**src/rtl/four_channel_request_latch.sv**
```systemverilog
// four_channel_request_latch: sticky request capture with masked pending vector, irq/ack/eoi FSM and overrun flags
module four_channel_request_latch #(
  parameter bit          EDGE_MODE = 1'b1,
  parameter int unsigned HOLDOFF   = 2
) (
  input  logic       clk,
  input  logic       rst_n,
  input  logic [3:0] req_in,
  input  logic [3:0] mask,
  input  logic       ack,
  input  logic [1:0] ack_idx,
  input  logic       eoi,
  input  logic       ovr_clr,
  output logic [3:0] pend_vec,
  output logic       irq,
  output logic       in_service,
  output logic [1:0] svc_idx,
  output logic [3:0] overrun
);
  typedef enum logic [1:0] {S_IDLE, S_ASSERT, S_SERVICE, S_HOLDOFF} state_t;
  localparam logic [3:0] HOLD_INIT = 4'(HOLDOFF);
  state_t state, nxt;
  logic [3:0] req_q, pending, rise, clr, new_ovr, cnt;
  logic accept;
  assign pend_vec = pending & mask;
  always_comb begin
    rise = EDGE_MODE ? req_in & ~req_q : req_in;
    accept = state == S_ASSERT && ack && pend_vec[ack_idx];
    clr = accept ? 4'b0001 << ack_idx : 4'b0000;
    new_ovr = EDGE_MODE ? rise & pending & ~clr : 4'b0000;
    nxt = state;
    case (state)
      S_IDLE:    nxt = |pend_vec ? S_ASSERT : S_IDLE;
      S_ASSERT:  nxt = accept ? S_SERVICE : (|pend_vec ? S_ASSERT : S_IDLE);
      S_SERVICE: nxt = eoi ? (HOLD_INIT == 4'd0 ? S_IDLE : S_HOLDOFF) : S_SERVICE;
      S_HOLDOFF: nxt = cnt <= 4'd1 ? S_IDLE : S_HOLDOFF;
      default:   nxt = S_IDLE;
    endcase
  end
  always_ff @(posedge clk) begin
    if (!rst_n) begin
      state <= S_IDLE;
      req_q <= 4'b0000;
      pending <= 4'b0000;
      overrun <= 4'b0000;
      svc_idx <= 2'd0;
      cnt <= 4'd0;
      irq <= 1'b0;
      in_service <= 1'b0;
    end else begin
      state <= nxt;
      req_q <= req_in;
      pending <= (pending & ~clr) | rise;
      overrun <= (ovr_clr ? 4'b0000 : overrun) | new_ovr;
      if (accept) svc_idx <= ack_idx;
      cnt <= (state == S_SERVICE && eoi) ? HOLD_INIT : (cnt != 4'd0 ? cnt - 4'd1 : cnt);
      irq <= nxt == S_ASSERT;
      in_service <= nxt == S_SERVICE;
    end
  end
endmodule

```
**config.mk**
```make
export PLATFORM = sky130hd
export DESIGN_NAME = four_channel_request_latch
export DESIGN_NICKNAME = d
export VERILOG_FILES = /design/src/rtl/four_channel_request_latch.sv
export SDC_FILE = /design/constraint.sdc
export NUM_CORES = 1
export LEC_CHECK = 0
export CELL_PAD_IN_SITES_DETAIL_PLACEMENT = 0
export CELL_PAD_IN_SITES_GLOBAL_PLACEMENT = 1
export CORE_MARGIN = 3
export CORE_UTILIZATION = 33
export DETAILED_ROUTE_END_ITERATION = 12
export PLACE_DENSITY_LB_ADDON = 0.1
export SKIP_LAST_GASP = 1
export SLEW_MARGIN = 20
export SYNTH_ARGS = -nofsm -noshare
export SYNTH_HDL_FRONTEND = slang
export SYNTH_SLANG_ARGS = --single-unit
export TNS_END_PERCENT = 20
```
**constraint.sdc**
```tcl
create_clock -name clk -period 1.1 [get_ports clk]
set_input_delay 0.275 -clock clk [delete_from_list [all_inputs] [get_ports clk]]
set_output_delay 0.275 -clock clk [all_outputs]
set_load 0.05 [all_outputs]
```
==> impl_results.md, run 1 <==
- Ys Warns: 0
- H-Tree Depth: 1
- CP Capture Type: output port
- Gate Count Post-Synth: 98
- Worst R2R Path Depth: 4
- Most frequent cells in the layout: 18 x dfxtp_1, 13 x buf_4, 12 x buf_12
- CTS tree: done
- Worst relative slew slack: 81.58%
- Fin Clk Skew: 5.099 ps
- R2r endpoint: pending[1]
- DRC: 0
- Arr. time, crit path: 930 ps
- Max Fclk: 828.8 MHz
- Fillers: 239
- Gate power share: 21.1%
- Worst setup path category: reg -> out
- Post-route ant nets: 0
- Largest net degree at the start of global routing: 14
- Clk_lat worst skew: 310 ps
- Synth top area cells: dfxtp_1 49%, nand3b_1 6.6%, nand2_1 5.4%, and2_1 4.1%, a21oi_1 3.9%
- Seq cells post-synth: 22
- Hold buffers post-CTS: 0
- WHS Endpoint: svc_idx[0]
- Sw Share: 26.86%
- Post-synth ARST share: 0%
- Via-per-instance ratio: 4.845
- Initial antenna violation count: 0
- Clock power frac: 27.5%
- MaxCap Viol Count: 0
- Site Rows: 18
- I/O pin cnt: 27
- Post-synth top area share: 48.62%
- Total track usage: 12.79%
- Status: complete, but fails checks
- Reg2Reg Setup Slack: -10 ps
- Failing checks: negative setup slack
- Clock Pin Slew Worst Setup and Hold Paths: 130 ps
- Die Width: 58.40 um
- Post-synth top area cell: dfxtp_1
- Final WL: 1974 um
- RSZ-0062 raised after global routing: true
- Min Hold Slack: 443.6 ps
- Max Slew Vio Count: 0
- Top FF cell, synth: dfxtp_1
- Area growth, synth to finish: 62.15%
- Antenna diodes: 0
- Net Count, Synth: 113
- Worst min-delay path class: in -> reg
- Number of flops mapped to enable cells by yosys: 0
- DRT iter0 DRCs: 9
- Vias after detailed routing: 814
- Fin worst setup slack: -106.6 ps
- Fin crit share: 109.7%
- Initial core utilization: 35.59%
- Pwr/cell area: 1135 nW/um^2
- Clock Tree Buf Depth: 2
- Seq/Total Area, Yosys: 48.62%
- Least-Margin Pin Slew: 274.5 ps
- Hold path depth: 3
- Crit Reg-Reg Startpoint: state[0]
- Post-DP HPWL: 1484 um
- Min Tclk post-route: 1207 ps
- Sw power: 447.9 uW
- First-pass GRT wire length: 3325 um
- Leading cell type in the layout, fill and taps excluded: dfxtp_1
- Num CTS Buffers: 3
- Synthesized area per cell: 9.244 um^2
- Hold Violations, Final: 0
- Crit start category: flop
- Post-synth cell types: 25
- Share of cells above drive strength 1: 33.33%
- First-pass iteration count of the detailed router: 4
- Global placer's final weighted congestion: 0.7644
- Worst vdd ir: 1.115 mV
- # placed instances: 158
- Hold_sp: ack_idx[0]
- Lkg Pwr: 0.6107 nW
- Die Y: 58.40 um
- Vias in the first global route: 737
- Synth Cell Area: 905.9 um^2
- Core area: 2545 um^2
- Worst EP required: 820 ps
- Finish-stage setup viols: 15
- WL/cell: 11.75 um
- Power Internal: 1.220 mW
- Port Buffer Count: 26
- CP Max Fanout: 2
- CTS Sinks: 22
- Post-Layout Cell Count: 168
- GRT overflow: 0
- Seq pwr share: 51.4%
- Die ar.: 3410 um^2
- CTS Root Cell: clkbuf_4
- Fin nets: 154
## registers in the layout, summed over array words and instances (netlist names)
| signal | flops |
|---|---|
| irq | 1 |
| svc_idx | 2 |
| in_service | 1 |
| state | 2 |
| cnt | 4 |
| pending | 4 |
| overrun | 4 |
| req_q | 4 |
## critical path, cell delays in order (launching register included)
cell	delay (ps)
dfxtp_2	340
and2_4	150
buf_12	130
## layout make-up
cell class                      instances  area (um^2)  share of cell area, %
Multi-Input combinational cell         70        469.2                  31.94
Timing Repair Buffer                   39        469.2                  31.94
Sequential cell                        22        445.4                  30.32
Tap cell                               30        37.54                  2.555
Clock buffer                            4        36.28                  2.470
Inverter                                3        11.26                 0.7666
## worst max path at each step
| stage | from | end | slack [ps] | cells past startpoint |
|---|---|---|---|---|
| 2_1_floorplan | pending[1] | state[0] | 30 | 4 |
| 3_3_place_gp | ack_idx[0] | svc_idx[0] | -470 | 4 |
| 3_5_place_dp | ack_idx[0] | svc_idx[0] | -500 | 4 |
| 4_1_cts | pending[1] | pend_vec[1] | -110 | 2 |
| 5_1_grt | pending[1] | pend_vec[1] | -160 | 2 |
| 6_report | pending[1] | pend_vec[1] | -110 | 2 |
## synthesized netlist by cell type (all sizes together) (2+ instances only)
| master | number |
|---|---|
| a21oi | 9 |
| dfxtp | 22 |
| nand2b | 5 |
| and2 | 6 |
| nor2 | 5 |
| nand3 | 3 |
| nor3 | 2 |
| nand3b | 8 |
| clkbuf | 2 |
| inv | 3 |
| o31ai | 5 |
| nand2 | 13 |
| o21ai | 6 |
## routing by layer
layer,global-route usage [%],part of all wire [%],vias to the layer above
met5,0,0,-
met4,2.980,0.71,0
met3,4.825,6.9,2
met2,19.46,44,20
met1,17.12,49,370
li1,-,-,422
## metrics by stage
step	instance area [um^2]	TNS [ps]	setup slack (ps)	total power, mW	utilization [%]
CTS	1461	-713.5	-112.9	1.670	57.42
global route	1469	-1816	-160.6	1.741	57.72
detailed placement	1363	-7508	-496.9	1.206	53.54
floorplan	910.9	0	31.62	1.025	-
finish	1469	-662.5	-106.6	1.668	57.72
global placement	1363	-7399	-474.2	1.206	53.54
## power by group through the flow
stage | clock (mW) | combinational [mW] | sequential, mW
floorplan | 0 | 0.121 | 0.904
global placement | 0 | 0.333 | 0.873
detailed placement | 0 | 0.333 | 0.873
CTS | 0.461 | 0.352 | 0.857
global route | 0.500 | 0.379 | 0.862
finish | 0.458 | 0.352 | 0.857
## logic make-up (layout without fill, tap and decap cells)
| logic type | Yosys count | count (layout) | share of synthesized area (%) |
|---|---|---|---|
| muxes | 1 | 1 | 1.105 |
| DFF | 22 | 22 | 48.62 |
| buffers and inverters | 6 | 46 | 3.315 |
| and+or+nand+nor | 45 | 45 | 28.87 |
| AOI/OAI and AO/OA | 24 | 24 | 18.09 |
## timing repair
action,in CTS,in global routing
gates resized for setup,19,0
endpoints found under the setup margin,25,24
setup buffers,5,1
pin swaps,3,0
(Power assumes the default switching activity.)
==> run 2, diff against run 1 <==
--- a/config.mk
+++ b/config.mk
@@ -12,7 +12,6 @@
 export DETAILED_ROUTE_END_ITERATION = 12
 export PLACE_DENSITY_LB_ADDON = 0.1
 export SKIP_LAST_GASP = 1
-export SLEW_MARGIN = 20
 export SYNTH_ARGS = -nofsm -noshare
 export SYNTH_HDL_FRONTEND = slang
 export SYNTH_SLANG_ARGS = --single-unit
==> results of run 2 <==
The final DEF is identical to that of run 1; final timing and power are the same.
==> RTL edit (flow settings as in run 2) <==
Take the reset off `pending` and load it in a clocked block of its own.
--- a/src/rtl/four_channel_request_latch.sv
+++ b/src/rtl/four_channel_request_latch.sv
@@ -43,3 +43,2 @@
       req_q <= 4'b0000;
-      pending <= 4'b0000;
       overrun <= 4'b0000;
@@ -52,3 +51,2 @@
       req_q <= req_in;
-      pending <= (pending & ~clr) | rise;
       overrun <= (ovr_clr ? 4'b0000 : overrun) | new_ovr;
@@ -60,2 +58,6 @@
   end
+
+  always_ff @(posedge clk) begin
+    pending <= (pending & ~clr) | rise;
+  end
 endmodule
Behaviour: not the same (Yosys sat finds a counterexample within 4 cycles, from zero or initial values and one cycle with rst_n low).
==> RTL edit against run 2 <==
The run still ends with setup timing left. Sequential power is 2% higher. Die area is 2.5% lower. Cell area is 1.2% higher. Via count is 0.49% higher. Power is 20% higher. Register-to-register slack worse by 0.24 ns. Clock power is 38% higher. Global-route usage is 2.8 points higher. Synthesized area is 2.8% lower. Wire length is 13% higher. Worst setup slack worse by 0.15 ns. Sequential share of layout area is 0.27 points lower. Sequential cell count stayed put. Highest routed layer unchanged.
==> RTL edit: results (changes against run 2) <==
* Max VDD drop at 1.114 mV (was 1.115 mV)
* Layout Skew at 0.007007 ns (was 0.005099 ns)
* 1st-iter DRT viols at 8 (was 9)
* Mux cell area share after synthesis at 4.830% (was 1.105%)
* Post-Place Worst Slack at -0.7098 ns (was -0.4969 ns)
* Leak Pwr at 0.0006461 uW (was 0.0006107 uW)
* Synth top area share at 50.00% (was 48.62%)
* GR Util met2 at 25.32% (was 19.46%)
* GRT Util Overall at 15.55% (was 12.79%)
* Final setup vio count at 26 (was 15)
* First-pass GRT wire length at 4036 um (was 3325 um)
* Grt met3 use at 5.345% (was 4.825%)
* Sequential share of the synthesized area at 50.00% (was 48.62%)
* RePlAce Congestion at 0.8122 (was 0.7644)
* Vias in the first global route at 908 (was 737)
* Peak fanout along the critical path at 5 (was 2)
* Min-Delay Path Class: register to register (was input pin to register)
* Via-to-Cell Ratio at 4.812 (was 4.845)
* Slew margin rel. at 80.58% (was 81.58%)
* Per-cell routed wire length at 13.13 um (was 11.75 um)
* Fill count at 212 (was 239)
* Share of cells above drive strength 1 at 35.71% (was 33.33%)
* Failing checks: setup timing (unchanged)
* Post-synthesis net count at 110 (was 113)
* Most area-consuming cells after synthesis: dfxtp_1 50%, nand2_1 7.2%, nand3b_1 5.1% (was dfxtp_1 49%, nand3b_1 6.6%, nand2_1 5.4%)
* Post-synthesis cell type count at 26 (was 25)
* Compound-Gate Fraction of Synth Area at 15.34% (was 18.09%)
* Critical path arrival at 1.57 ns (was 0.93 ns)
* Status: finished with violations (unchanged)
* Layout Nets at 156 (was 154)
* Post-route setup slack at -0.2526 ns (was -0.1066 ns)
-- RTL edit: changes by cell type after synthesis, sizes merged, moves of 3 or more --
cell,delta
and2,-4
nand2,+4
nand3,-3
a21oi,-5
o41ai,+3
inv,+3
-- RTL edit: repair_timing --
action / CTS / global route
pin swaps: 3 / 0
hold endpoints to repair: 0 / 0
setup endpoints to repair: 26 / 26
setup buffers: 0 / 0
hold buffers: 0 / 0
gates resized for setup: 19 / 3
-- RTL edit: cell families (layout without fill, tap and decap cells) --
kind of cell | count (synthesis) | count (layout)
AOI/OAI and AO/OA | 21 | 21
buffers and inverters | 9 | 54
DFF | 22 | 22
muxes | 3 | 3
and+or+nand+nor | 40 | 40
-- RTL edit: metal layers --
layer / vias up / wire length (um)
met5: - / 0
li1: 425 / -
met4: 0 / 19
met2: 21 / 1013
met3: 2 / 152
met1: 370 / 1048
-- RTL edit: worst max-delay path, cell delays in order (launching register included) --
cell and delay (ns):
dfxtp_2 0.35, nand2_2 0.05, mux4_2 0.48, nand2b_4 0.18, a31o_1 0.20
-- RTL edit: cell type report --
cell class              instances  area share, %
clock buffers                   3          1.515
clock inverters                 1          2.020
inverters                       7          2.104
multi-input cells              64          28.03
flip-flops and latches         22          30.05
well taps                      30          2.525
repair buffers                 43          33.75
-- RTL edit: final timing paths --
path / start / to / slack [ns] / depth (start not counted)
worst min register to register: req_q[2] / pending[2] / 0.45 / 1
worst max register to register: pending[3] / svc_idx[1] / -0.25 / 4
worst min-delay path: req_q[2] / pending[2] / 0.45 / 1
worst max-delay path: pending[3] / svc_idx[1] / -0.25 / 4
-- RTL edit: where the power goes --
group / switching [uW] / total (uW) / internal [uW]
registers: 35.6 / 876 / 841
clock network: 262 / 630 / 368
logic: 235 / 488 / 253
total: 532 / 1990 / 1460
-- RTL edit: through the flow --
step	util (%)	area [um2]	instances	TNS, ns	hold WS (ns)
final	59.46	1486	170	-3.040	0.4506
after global routing	59.46	1486	170	-4.723	0.4720
after CTS	59.11	1478	170	-3.300	0.4433
after detailed placement	56.46	1411	166	-10.01	0.4318
after global placement	56.46	1411	166	-9.823	0.4250
after floorplan	-	884.6	95	-0.8719	0.3967
